## src/rtl/eth_arb_pkg.sv

```systemverilog
// Shared types and constants for the Ethernet TX frame arbiter.
package eth_arb_pkg;

  typedef enum logic [1:0] {IDLE, PASS, DRAIN} arb_state_e;

  localparam int unsigned FRAME_CNT_W = 32;
  localparam int unsigned ABORT_CNT_W = 16;
  localparam int unsigned ABORT_BIT   = 0;

endpackage

```

## src/rtl/rr_priority_select.sv

```systemverilog
// Rotating-pointer priority encoder: first request at or after ptr, wrapping.
module rr_priority_select #(
  parameter int unsigned S_COUNT   = 4,
  parameter int unsigned SEL_WIDTH = $clog2(S_COUNT)
) (
  input  logic [S_COUNT-1:0]   req,
  input  logic [SEL_WIDTH-1:0] ptr,
  output logic                 gnt_valid,
  output logic [SEL_WIDTH-1:0] gnt_index
);

  logic [SEL_WIDTH-1:0] idx;

  // Scan from the farthest offset down so the nearest request wins last.
  always_comb begin
    gnt_valid = 1'b0;
    gnt_index = '0;
    idx       = '0;
    for (int k = int'(S_COUNT) - 1; k >= 0; k--) begin
      idx = SEL_WIDTH'((int'(ptr) + k) % int'(S_COUNT));
      if (req[idx]) begin
        gnt_valid = 1'b1;
        gnt_index = idx;
      end
    end
  end

endmodule

```

## src/rtl/eth_tx_frame_arbiter.sv

```systemverilog
// Frame-granular round-robin arbiter feeding the MAC TX stream, with a
// beat-count watchdog that truncates runaway frames and drains their tail.
module eth_tx_frame_arbiter
  import eth_arb_pkg::*;
#(
  parameter int unsigned S_COUNT    = 4,
  parameter int unsigned DATA_WIDTH = 64,
  parameter int unsigned USER_WIDTH = 1,
  parameter int unsigned MAX_BEATS  = 1200,
  parameter int unsigned SEL_WIDTH  = $clog2(S_COUNT)
) (
  input  logic                            aclk,
  input  logic                            aresetn,
  input  logic [S_COUNT*DATA_WIDTH-1:0]   s_axis_tdata,
  input  logic [S_COUNT-1:0]              s_axis_tvalid,
  output logic [S_COUNT-1:0]              s_axis_tready,
  input  logic [S_COUNT-1:0]              s_axis_tlast,
  input  logic [S_COUNT*USER_WIDTH-1:0]   s_axis_tuser,
  output logic [DATA_WIDTH-1:0]           m_axis_tdata,
  output logic                            m_axis_tvalid,
  input  logic                            m_axis_tready,
  output logic                            m_axis_tlast,
  output logic [USER_WIDTH-1:0]           m_axis_tuser,
  input  logic [S_COUNT-1:0]              src_enable,
  output logic                            grant_valid,
  output logic [SEL_WIDTH-1:0]            grant_index,
  output logic [FRAME_CNT_W-1:0]          frame_count,
  output logic [ABORT_CNT_W-1:0]          abort_count,
  output logic                            abort_pulse
);

  localparam int unsigned CNT_W = $clog2(MAX_BEATS + 2);

  arb_state_e           state;
  logic [SEL_WIDTH-1:0] rr_ptr;
  logic [SEL_WIDTH-1:0] sel_index;
  logic [SEL_WIDTH-1:0] next_ptr;
  logic                 sel_valid;
  logic [S_COUNT-1:0]   req;
  logic [CNT_W-1:0]     beat_cnt;
  logic                 out_free;
  logic                 src_hs;
  logic                 src_last;
  logic                 wd_hit;

  logic [DATA_WIDTH-1:0] src_data [S_COUNT];
  logic [USER_WIDTH-1:0] src_user [S_COUNT];

  for (genvar i = 0; i < S_COUNT; i++) begin : g_unpack
    assign src_data[i] = s_axis_tdata[i*DATA_WIDTH +: DATA_WIDTH];
    assign src_user[i] = s_axis_tuser[i*USER_WIDTH +: USER_WIDTH];
  end

  assign req = s_axis_tvalid & src_enable;

  rr_priority_select #(
    .S_COUNT   (S_COUNT),
    .SEL_WIDTH (SEL_WIDTH)
  ) u_sel (
    .req       (req),
    .ptr       (rr_ptr),
    .gnt_valid (sel_valid),
    .gnt_index (sel_index)
  );

  assign out_free = !m_axis_tvalid || m_axis_tready;
  assign src_hs   = s_axis_tvalid[grant_index] && s_axis_tready[grant_index];
  assign src_last = s_axis_tlast[grant_index];
  assign wd_hit   = (MAX_BEATS != 0) && (beat_cnt == CNT_W'(MAX_BEATS - 1));
  assign next_ptr = (grant_index == SEL_WIDTH'(S_COUNT - 1)) ? '0
                                                             : grant_index + SEL_WIDTH'(1);

  // Only the granted source sees ready; DRAIN sinks its tail unconditionally.
  always_comb begin
    s_axis_tready = '0;
    if (state == PASS) begin
      s_axis_tready[grant_index] = out_free;
    end else if (state == DRAIN) begin
      s_axis_tready[grant_index] = 1'b1;
    end
  end

  always_ff @(posedge aclk or negedge aresetn) begin
    if (!aresetn) begin
      state         <= IDLE;
      rr_ptr        <= '0;
      beat_cnt      <= '0;
      grant_valid   <= 1'b0;
      grant_index   <= '0;
      m_axis_tdata  <= '0;
      m_axis_tvalid <= 1'b0;
      m_axis_tlast  <= 1'b0;
      m_axis_tuser  <= '0;
      frame_count   <= '0;
      abort_count   <= '0;
      abort_pulse   <= 1'b0;
    end else begin
      abort_pulse <= 1'b0;
      if (m_axis_tvalid && m_axis_tready) begin
        m_axis_tvalid <= 1'b0;
      end
      case (state)
        IDLE: begin
          if (sel_valid) begin
            grant_index <= sel_index;
            grant_valid <= 1'b1;
            state       <= PASS;
          end
        end
        PASS: begin
          if (src_hs) begin
            beat_cnt      <= beat_cnt + CNT_W'(1);
            m_axis_tdata  <= src_data[grant_index];
            m_axis_tvalid <= 1'b1;
            m_axis_tlast  <= src_last;
            m_axis_tuser  <= src_user[grant_index];
            // tlast wins over the watchdog so an exactly MAX_BEATS frame is clean
            if (src_last) begin
              frame_count <= frame_count + FRAME_CNT_W'(1);
              rr_ptr      <= next_ptr;
              beat_cnt    <= '0;
              grant_valid <= 1'b0;
              state       <= IDLE;
            end else if (wd_hit) begin
              m_axis_tlast            <= 1'b1;
              m_axis_tuser[ABORT_BIT] <= 1'b1;
              abort_count             <= abort_count + ABORT_CNT_W'(1);
              abort_pulse             <= 1'b1;
              frame_count             <= frame_count + FRAME_CNT_W'(1);
              beat_cnt                <= '0;
              state                   <= DRAIN;
            end
          end
        end
        DRAIN: begin
          if (src_hs && src_last) begin
            rr_ptr      <= next_ptr;
            grant_valid <= 1'b0;
            state       <= IDLE;
          end
        end
        default: state <= IDLE;
      endcase
    end
  end

endmodule

```

## config.mk

```make
export PLATFORM = sky130hd
export DESIGN_NAME = eth_tx_frame_arbiter
export DESIGN_NICKNAME = d
export VERILOG_FILES = /design/src/rtl/eth_arb_pkg.sv /design/src/rtl/rr_priority_select.sv /design/src/rtl/eth_tx_frame_arbiter.sv
export SDC_FILE = /design/constraint.sdc
export NUM_CORES = 1
export LEC_CHECK = 0
export CAP_MARGIN = 20
export CORE_AREA = 5 5 152 154
export DETAILED_ROUTE_END_ITERATION = 7
export DIE_AREA = 0 0 157 159
export PLACE_DENSITY = 0.8
export SLEW_MARGIN = 25
export SYNTH_ARGS = -nofsm -noshare
export SYNTH_HDL_FRONTEND = slang
export SYNTH_HIERARCHICAL = 1
export SYNTH_SLANG_ARGS = --single-unit
```

## constraint.sdc

```tcl
create_clock -name aclk -period 2.7 [get_ports aclk]
set_input_delay 0.54 -clock aclk [delete_from_list [all_inputs] [get_ports aclk]]
set_output_delay 0.54 -clock aclk [all_outputs]
set_load 0.01 [all_outputs]
```

**Word-level counts from Yosys, hierarchy flattened**

Cells that the tools add are included.

- Flip-flop bits (word level): 134
- Output and inout port bits: 123

- Add/sub/neg operators: 7
- $lt $le $gt $ge: 7
- Eq/ne operators: 9
- Muxes and demuxes: 62
- Bitwise operators: 4
- Reductions and logical operators: 17

Operator list:

| kind | count |
|---|---|
| 64-bit binary-select mux with 2-bit select | 1 |
| 64-bit 2-to-1 mux | 2 |
| 32-bit 2-to-1 mux | 2 |
| 32-bit by 1-bit adder with 32-bit output (second input constant) | 1 |
| 1-bit 2-to-1 mux | 28 |
| 2-bit 2-to-1 mux | 13 |
| 11-bit 2-to-1 mux | 2 |
| 16-bit by 1-bit adder with 16-bit output (second input constant) | 1 |
| 1-bit binary-select mux with 2-bit select | 8 |
| 2-bit by 3-bit less-than comparator with 1-bit output (second input constant) | 5 |
| 4-bit AND reduction | 3 |
| 11-bit by 1-bit adder with 11-bit output (second input constant) | 1 |
| 11-bit equality test (second input constant) | 1 |
| 4-bit bitwise AND | 2 |
| 4-bit 2-to-1 mux | 2 |
| 2-bit != test (second input constant) | 3 |
| 2-bit one-hot mux with 3 select lines | 1 |
| 5-bit AND reduction | 1 |
| 2-bit by 1-bit adder with 2-bit output (second input constant) | 2 |
| 2-bit adder (second input constant) | 2 |
| 2-bit equality test (second input constant) | 2 |
| 1-bit logical AND | 4 |
| 2-bit one-hot mux with 2 select lines | 1 |
| 2-bit AND reduction | 2 |
| other kinds (15) | 16 |

**Logic depth before layout (Yosys ltp)**

Gate-level depths: netlist of run 1.

- Depth in word-level cells: 12
- Gate-level depth with buffers: 9

**Hierarchy**

The synthesis of run 1 kept the hierarchy.

Modules (own cells, without submodules):

| module | instances | cells an instance | area an instance (um^2) |
|---|---|---|---|
| eth_tx_frame_arbiter | 1 | 586 | 7642.3 |
| rr_priority_select | 1 | 13 | 77.6 |

**Worst setup path before layout of run 1**

OpenSTA, ideal clock, no wires.

- Path kind: reg-to-reg
- Start: register grant_index[0]
- End: register m_axis_tdata[0]
- Library setup time: 125 ps
- Data arrival time: 2302 ps
- Required time: 2575 ps
- Path slack: 274 ps
- Stages on the path, launching flop included: 9
- Buffers on the path: 2
- Period minus slack after synthesis: 2426 ps
- Cells stage by stage: dfrtp_1 > buf_6 > inv_1 > ha_1 > nand2_1 > mux4_2 > nor3_2 > buf_2 > mux2_2

- Longest elaborated chain between the ends: 10

RTL lines:

| what | line | source |
|---|---|---|
| start, declared | eth_tx_frame_arbiter.sv:26 | `output logic [SEL_WIDTH-1:0] grant_index,` |
| start signal, assigned | eth_tx_frame_arbiter.sv:105 | `grant_index <= sel_index;` |
| 2-bit by 3-bit less-than comparator with 1-bit output (not written as such) / 2-bit by 1-bit >= comparator with 1-bit output (equally long branches) | eth_tx_frame_arbiter.sv:77, eth_tx_frame_arbiter.sv:79 |  |
| 1-bit logical AND (not written as such) | eth_tx_frame_arbiter.sv:77, eth_tx_frame_arbiter.sv:79 |  |
| 1-bit 2-to-1 mux (not written as such) | eth_tx_frame_arbiter.sv:77, eth_tx_frame_arbiter.sv:79 |  |
| 1-bit demux with 2-bit select | eth_tx_frame_arbiter.sv:77, eth_tx_frame_arbiter.sv:79 |  |
| 4-bit 2-to-1 mux / 4-bit bitwise AND (equally long branches) | - |  |
| 4-bit 2-to-1 mux | eth_tx_frame_arbiter.sv:76 | `if (state == PASS) begin` |
| 1-bit binary-select mux with 2-bit select | eth_tx_frame_arbiter.sv:67 | `assign src_hs = s_axis_tvalid[grant_index] && s_axis_tready[grant_index];` |
| 1-bit 2-to-1 mux (not written as such) | eth_tx_frame_arbiter.sv:67 |  |
| 1-bit logical AND | eth_tx_frame_arbiter.sv:67 |  |
| 2-bit AND reduction (no line) | - |  |
| end signal, assigned | eth_tx_frame_arbiter.sv:113 | `m_axis_tdata <= src_data[grant_index];` |
| end, declared | eth_tx_frame_arbiter.sv:19 | `output logic [DATA_WIDTH-1:0] m_axis_tdata,` |

Several ways; a longest one is shown, not always the timed one. The select of a mux whose other input is x is not followed.
A chain may end at the register's enable or synchronous reset.

**Worst setup path after layout of run 1**

- Start: register state[0]
- End: output port s_axis_tready[3]

- Longest elaborated chain between the ends: 3

RTL lines:

| what | line | source |
|---|---|---|
| start, declared | eth_tx_frame_arbiter.sv:34 | `arb_state_e state;` |
| start signal, assigned | eth_tx_frame_arbiter.sv:85 | `state <= IDLE;` |
| start signal, assigned | eth_tx_frame_arbiter.sv:107 | `state <= PASS;` |
| start signal, assigned | eth_tx_frame_arbiter.sv:123 | `state <= IDLE;` |
| 2-bit equality test | eth_tx_frame_arbiter.sv:78 | `end else if (state == DRAIN) begin` |
| 4-bit 2-to-1 mux | eth_tx_frame_arbiter.sv:78 |  |
| 4-bit 2-to-1 mux (*) | eth_tx_frame_arbiter.sv:76 |  |
| end, declared | eth_tx_frame_arbiter.sv:16 | `output logic [S_COUNT-1:0] s_axis_tready,` |

Every way passes the cells marked *; elsewhere a longest branch is shown, timed or not.

==> results of run 1 <==
## flip-flops by register name (all words and copies together) (netlist names)
register and flops:
beat_cnt 11, abort_count 16, rr_ptr 2, abort_pulse 1, m_axis_tdata 64, m_axis_tlast 1, grant_index 2, state 2
m_axis_tvalid 1, grant_valid 1, frame_count 32, m_axis_tuser 1
## worst paths after layout
| path | endpoint | startpoint | slack [ps] |
|---|---|---|---|
| worst max-delay path | s_axis_tready[3] | state[0] | 150 |
| worst min-delay path | m_axis_tdata[16] | aresetn | 70 |
| worst max register to register | m_axis_tdata[3] | grant_index[0] | 200 |
| worst min register to register | frame_count[31] | frame_count[31] | 470 |
| max in group asynchronous | grant_index[0] | aresetn | 1950 |
| min in group aclk | frame_count[31] | frame_count[31] | 470 |
## placed cells by master (no fill, tap or decap), drive strengths merged, types with 6 or more instances in the layout
master         count
buf               38
nor4              16
and3               7
ha                11
xnor2             14
nor3              22
dfrtp            134
mux4              68
nand3             24
clkdlybuf4s50    394
inv               19
and2              16
nand2b             6
diode              9
nand4             19
o21ai             15
mux2              70
nor2              25
xor2              32
nand2             43
clkbuf            18
## area by class of cell
cell class                 count  area [µm²]
antenna                        9        22.5
clock buffer                  18         439
clock inverter                14         164
fill                        1742        8570
inverter                      12        45.0
multi-input combinational    424        4220
sequential                   134        3360
tap                          280         350
timing repair buffer         434        4380
## cells by family after synthesis
family	after synthesis	synth area share (%)
AOI/OAI and AO/OA	36	3.19
xor gates and xnor gates	46	5.22
adders and majority gates	11	1.78
buffers and inverters	41	2.27
DFF	134	43.4
muxes	140	30.3
and+or+nand+nor	191	13.8
## worst register-to-register path: stages (launching register included)
cell,delay (ps)
dfrtp_4,560
inv_2,120
ha_1,200
nand2_1,60
mux4_2,510
nor3_4,170
buf_12,190
buf_12,190
mux2_2,360
## routing by layer
metal	up-vias	wire length, µm
met5	-	27
met4	4	953
met3	50	2510
met2	284	15100
met1	3533	10900
li1	3135	-
## power groups by stage
stage	combinational, W	clock (W)	sequential [W]
floorplan	0.00244	0	0.00320
global placement	0.00510	0	0.00303
detailed placement	0.00516	0	0.00304
CTS	0.00523	0.00245	0.00303
global route	0.00552	0.00253	0.00311
finish	0.00517	0.00240	0.00302
## per-stage QoR
stage / hold slack [ps] / cells
after floorplan: 244 / 599
after global placement: 455 / 1282
after detailed placement: 467 / 1282
after CTS: 81.0 / 1316
after global routing: 90.7 / 1325
final: 68.1 / 1325
## timing repair
item,in CTS,in global routing
buffers inserted,2,0
setup endpoints to repair,4,2
resized for setup,9,1
==> results.md, run 1 <==
- Finished Cell Area: between 0.01 and 0.015 mm²
- # IOs: 398
- Core box area: between 0.02 and 0.025 mm²
- Post-route minimum period: approximately 2600 ps
- Pre-CTS setup slack: -53.5 ps
- CTS H-Tree Depth: 4
- Commonest cells in the netlist: dfrtp_1, mux2_2, mux4_2
- Arr. time, crit path: around 2000 ps
- CP Depth: 6
- Reg power frac: 28.5%
- Critical path buffers and inverters: 2
- Asr flop ratio synth: between 90% and 100%
- Internal Pwr Total: between 0.007 and 0.008 W
- Ys Warns: 6
- Syn nets: approximately 890
- Slew margin rel.: a little over half
- Max-cap violations: 0
- Top cell type's share of synthesized area: a little over two fifths
- Clock Tree Root: clkbuf_16
- Number of global-route vias before repair: roughly 7600
- Critical path's slowest cell: clkdlybuf4s50_1
- DRT iter0 DRCs: 382
- Detailed-route DRC error count: 0
- HP Class: in -> async
- Starting Density: 35.8%
- Syn Area/Cell: roughly 13 µm²
- Max Root-Sink Buffers: 2
- Top-count cell post-synth: dfrtp_1
- Hold_buf cts: 0
- Yosys cell types: 53
- DRT Pass-1 Iters: 4
- Final Power: ~0.011 W
- CP Launch Type: flip-flop
- Post-synth EDFFs: 0
- Cell taking the most area after synthesis: dfrtp_1
- Sequential share of the synthesized area: a little over two fifths
- Share of layout cells above drive strength 1: between 20 and 25%
- Peak Freq: roughly 0.4 GHz
- GRT Max-Usage Layer: met2
- Die area: roughly 0.025 mm²
- Post-synthesis register bit count: 134
- Post-DRT Antenna Nets: 0
- Worst slew pin tran: approximately 720 ps
- Die H: about 160 µm
- Worst VDD drop: approximately 500 µV
- Comb pwr share: 48.8%
- TritonCTS clock tree: yes
- Slew Limit Fails: 0
- Final wirelength: about 30000 µm
- Post-DP HPWL: between 20000 and 25000 µm
- Top post-synthesis cells by area: dfrtp_1, mux4_2, mux2_2
- Largest net degree at the start of global routing: 57
- Power per cell area: 816 mW/mm²
- Total negative slack: 0 ps
- Total grt overflow: 0
- Vias: ~7000
- CP top delay family: buffers and inverters
- RSZ-0062 raised after global routing: no
- Final setup viols: 0
- Kind of critical path: reg -> out
- Worst EP required: about 2200 ps
- Global-route wire length before repair: 44900 µm
- Max incr delay on CP: ~480 ps
- Placer Congestion: around 0.96
- Area growth syn-to-layout: 68.1%
- Clk pin slew, worst setup/hold paths: about 60 ps
- DIE WIDTH: between 150 and 200 µm
- Global routing usage on met3: between 8 and 9%
- Post-Place Cell Area: between 0.01 and 0.015 mm²
- Outcome: complete, no violations
- Max FO, Critical Path: 4
- Antenna violations before repair: 12
- P_sw: 0.00349 W
- All-Layer GR Usage: 23.7%
- Nets@finish: 1309
- Clock Sinks: approximately 130
- Global-route met2 utilization: between 30 and 40%
- Post-Syn Area: about 0.0077 mm²
- Final setup margin: approximately 150 ps
- Worst-Skew Late Latency: roughly 420 ps
- CP endpoint kind: output port
- Rows: 54
- Finished Core Util: between 60% and 70%
- Crit path cell chain: buf_4, ha_4, nor2_2, a21oi_4, and2_1, clkdlybuf4s50_1
- Synth Instances: ~600
- Vias per cell: about 5.3
- CTS Buf Count: 17
- Leak: ~5.2 nW
- M1 GR Usage: 27.4%
- Clk_skew: approximately 10 ps
- # port buffers: between 300 and 400
- Clk pwr share: a little under a quarter
- Fin. Hold Viols: 0
- Ys flop type: dfrtp_1
- Wire per inst: 22.3 µm
- Final period util: 94.6%
- Switching Share: 33.0%
- Reg2Reg Depth: 8
(Power assumes the default switching activity.)
==> run 2, diff against run 1 <==
Settings changed: CORE_AREA 5 5 152 154 to 4 4 151 153, DIE_AREA 0 0 157 159 to 0 0 155 157.
==> run 2 against run 1 <==
Net effect: sequential power hardly changed; register-to-register slack worse by 80 ps; total power shrank 0.62%; sequential share of layout area is 0.19 points higher; critical endpoint unchanged; largest power group unchanged.
==> results.md, run 2 (synthesis gave the netlist of run 1 again) <==
- Outcome: complete, no violations
- Largest register FFs: 64
- Final wirelength: between 20000 and 30000 µm
- # port buffers: around 400
- Clk pwr share: between 20% and 30%
- Slew margin rel.: ~46%
- Worst slew pin tran: 803 ps
- Vias per cell: approximately 5.4
- Largest regs: m_axis_tdata: 64 flops, frame_count: 32 flops, abort_count: 16 flops
- Area growth syn-to-layout: 66.9%
- Total negative slack: 0 ps
- Vias: about 7000
- Antenna violations before repair: 5
- HP Class: reg -> reg
- DIE WIDTH: approximately 160 µm
- TritonCTS clock tree: yes
- Max-cap violations: 0
- CP endpoint kind: output port
- Fin. Hold Viols: 0
- CTS H-Tree Depth: 4
- Total of fill cells in the finished design: about 1800
- Worst-Skew Late Latency: between 400 and 500 ps
- Hold Slack: ~480 ps
- Internal Pwr Total: between 0.007 and 0.008 W
- DRT iter0 DRCs: ~460
- Reg power frac: between 20% and 30%
- Clock Tree Root: clkbuf_16
- Slew Limit Fails: 0
- Number of global-route vias before repair: about 7600
- Nets@finish: around 1300
- Clk_skew: 13.1 ps
- Worst VDD drop: ~400 µV
- Switching Share: about a third
- Placer Congestion: around 0.93
- Global-route wire length before repair: 44300 µm
- Die area: 0.0243 mm²
- Rows: between 50 and 60
- All-Layer GR Usage: roughly a quarter
- Commonest cells after routing, fill and taps aside: clkdlybuf4s50_1, dfrtp_1, mux2_2
- Starting Density: between 30 and 40%
- RSZ-0062 raised after global routing: yes
- Max FO, Critical Path: 7
- Leak: slightly above 5 nW
- P_sw: 0.00346 W
- Peak Freq: 0.385 GHz
- Total grt overflow: 0
- Share of layout cells above drive strength 1: between 20% and 30%
- Final setup viols: 0
- Max Root-Sink Buffers: 2
- Worst EP required: roughly 2200 ps
- Post-route minimum period: around 2600 ps
- CTS Buf Count: 17
- Final period util: a little over nine tenths
- Post-DP HPWL: between 20000 and 25000 µm
- Post-DRT Antenna Nets: 0
- Arr. time, crit path: 2060 ps
- CP Launch Type: flip-flop
- Kind of critical path: reg -> out
- Clk pin slew, worst setup/hold paths: ~60 ps
- DRT Pass-1 Iters: 7
- Register area: 0.00336 mm²
- Area of the multi-input gates: between 0.004 and 0.005 mm²
- Most common cell after layout, fill and taps aside: clkdlybuf4s50_1
- Die H: around 160 µm
- Power per cell area: about 820 mW/mm²
- Final Power: approximately 0.011 W
- Reg with most FFs: m_axis_tdata
- # IOs: between 300 and 400
- Largest net degree at the start of global routing: 68
- Comb pwr share: between 40 and 50%
- Detailed-route DRC error count: 0
- Wire per inst: between 20 and 25 µm
- Core box area: 0.0216 mm²
- Clock Sinks: ~130
run 2: cell types whose count changed in the layout (fill, tap and decap cells not counted), moves of 3 or more:
cell / previous run / this run
inv_6: 5 / 1
inv_2: 3 / 0
buf_12: 10 / 6
inv_1: 9 / 12
buf_4: 27 / 21
run 2: metal layers:
metal / up-vias / track usage (%) / routed length (µm)
li1: 3123 / - / -
met1: 3565 / 29.8 / 11600
met2: 307 / 40.0 / 15400
met3: 48 / 7.07 / 2240
met4: 2 / 7.82 / 800
met5: - / 0 / 8
run 2: critical path: stages (launching register included):
cell and delay [ps]:
dfrtp_1 430, inv_1 140, ha_4 190, nor2_1 70
a21oi_2 110, and2_1 140, clkdlybuf4s50_1 540
run 2: worst paths after layout:
path,cells after the start,start,end,slack (ps)
max,6,state[1],s_axis_tready[3],100
min,1,abort_count[15],abort_count[15],480
max reg2reg,7,grant_index[0],m_axis_tdata[20],120
min reg2reg,1,abort_count[15],abort_count[15],480
max in group asynchronous,3,aresetn,m_axis_tdata[58],1510
min in group asynchronous,2,aresetn,abort_count[8],550
run 2: layout make-up:
cell class	instances	share of cell area [%]
antenna	7	0.136
tap	280	2.72
sequential	134	26.1
clock inverter	11	0.981
timing repair buffer	427	33.5
multi-input combinational	424	32.7
clock buffer	20	3.54
inverter	12	0.350
run 2: metrics by stage:
| step | cells | cell area [µm²] | worst slack, ps | utilization, % |
|---|---|---|---|---|
| final | 1315 | 12900 | 104 | 59.8 |
| after global routing | 1314 | 12900 | -2.03 | 59.8 |
| after CTS | 1306 | 12800 | 25.9 | 59.5 |
| after detailed placement | 1272 | 12200 | -65.2 | 56.6 |
| after global placement | 1272 | 12200 | -63.6 | 56.6 |
| after floorplan | 599 | 7720 | 274 | - |
run 2: power by group through the flow:
stage          combinational (W)  clock (W)  sequential (W)
2_1_floorplan            0.00244          0         0.00320
3_3_place_gp             0.00500          0         0.00302
3_5_place_dp             0.00508          0         0.00304
4_1_cts                  0.00513    0.00238         0.00303
5_1_grt                  0.00547    0.00247         0.00312
6_report                 0.00514    0.00234         0.00304
run 2: repair_timing:
action	in CTS	in global routing
resized for setup	5	4
pin swaps	0	1
hold endpoints to repair	23	0
hold buffers	1	0
endpoints found under the setup margin	4	15
setup buffers	2	1
gates cloned	0	1
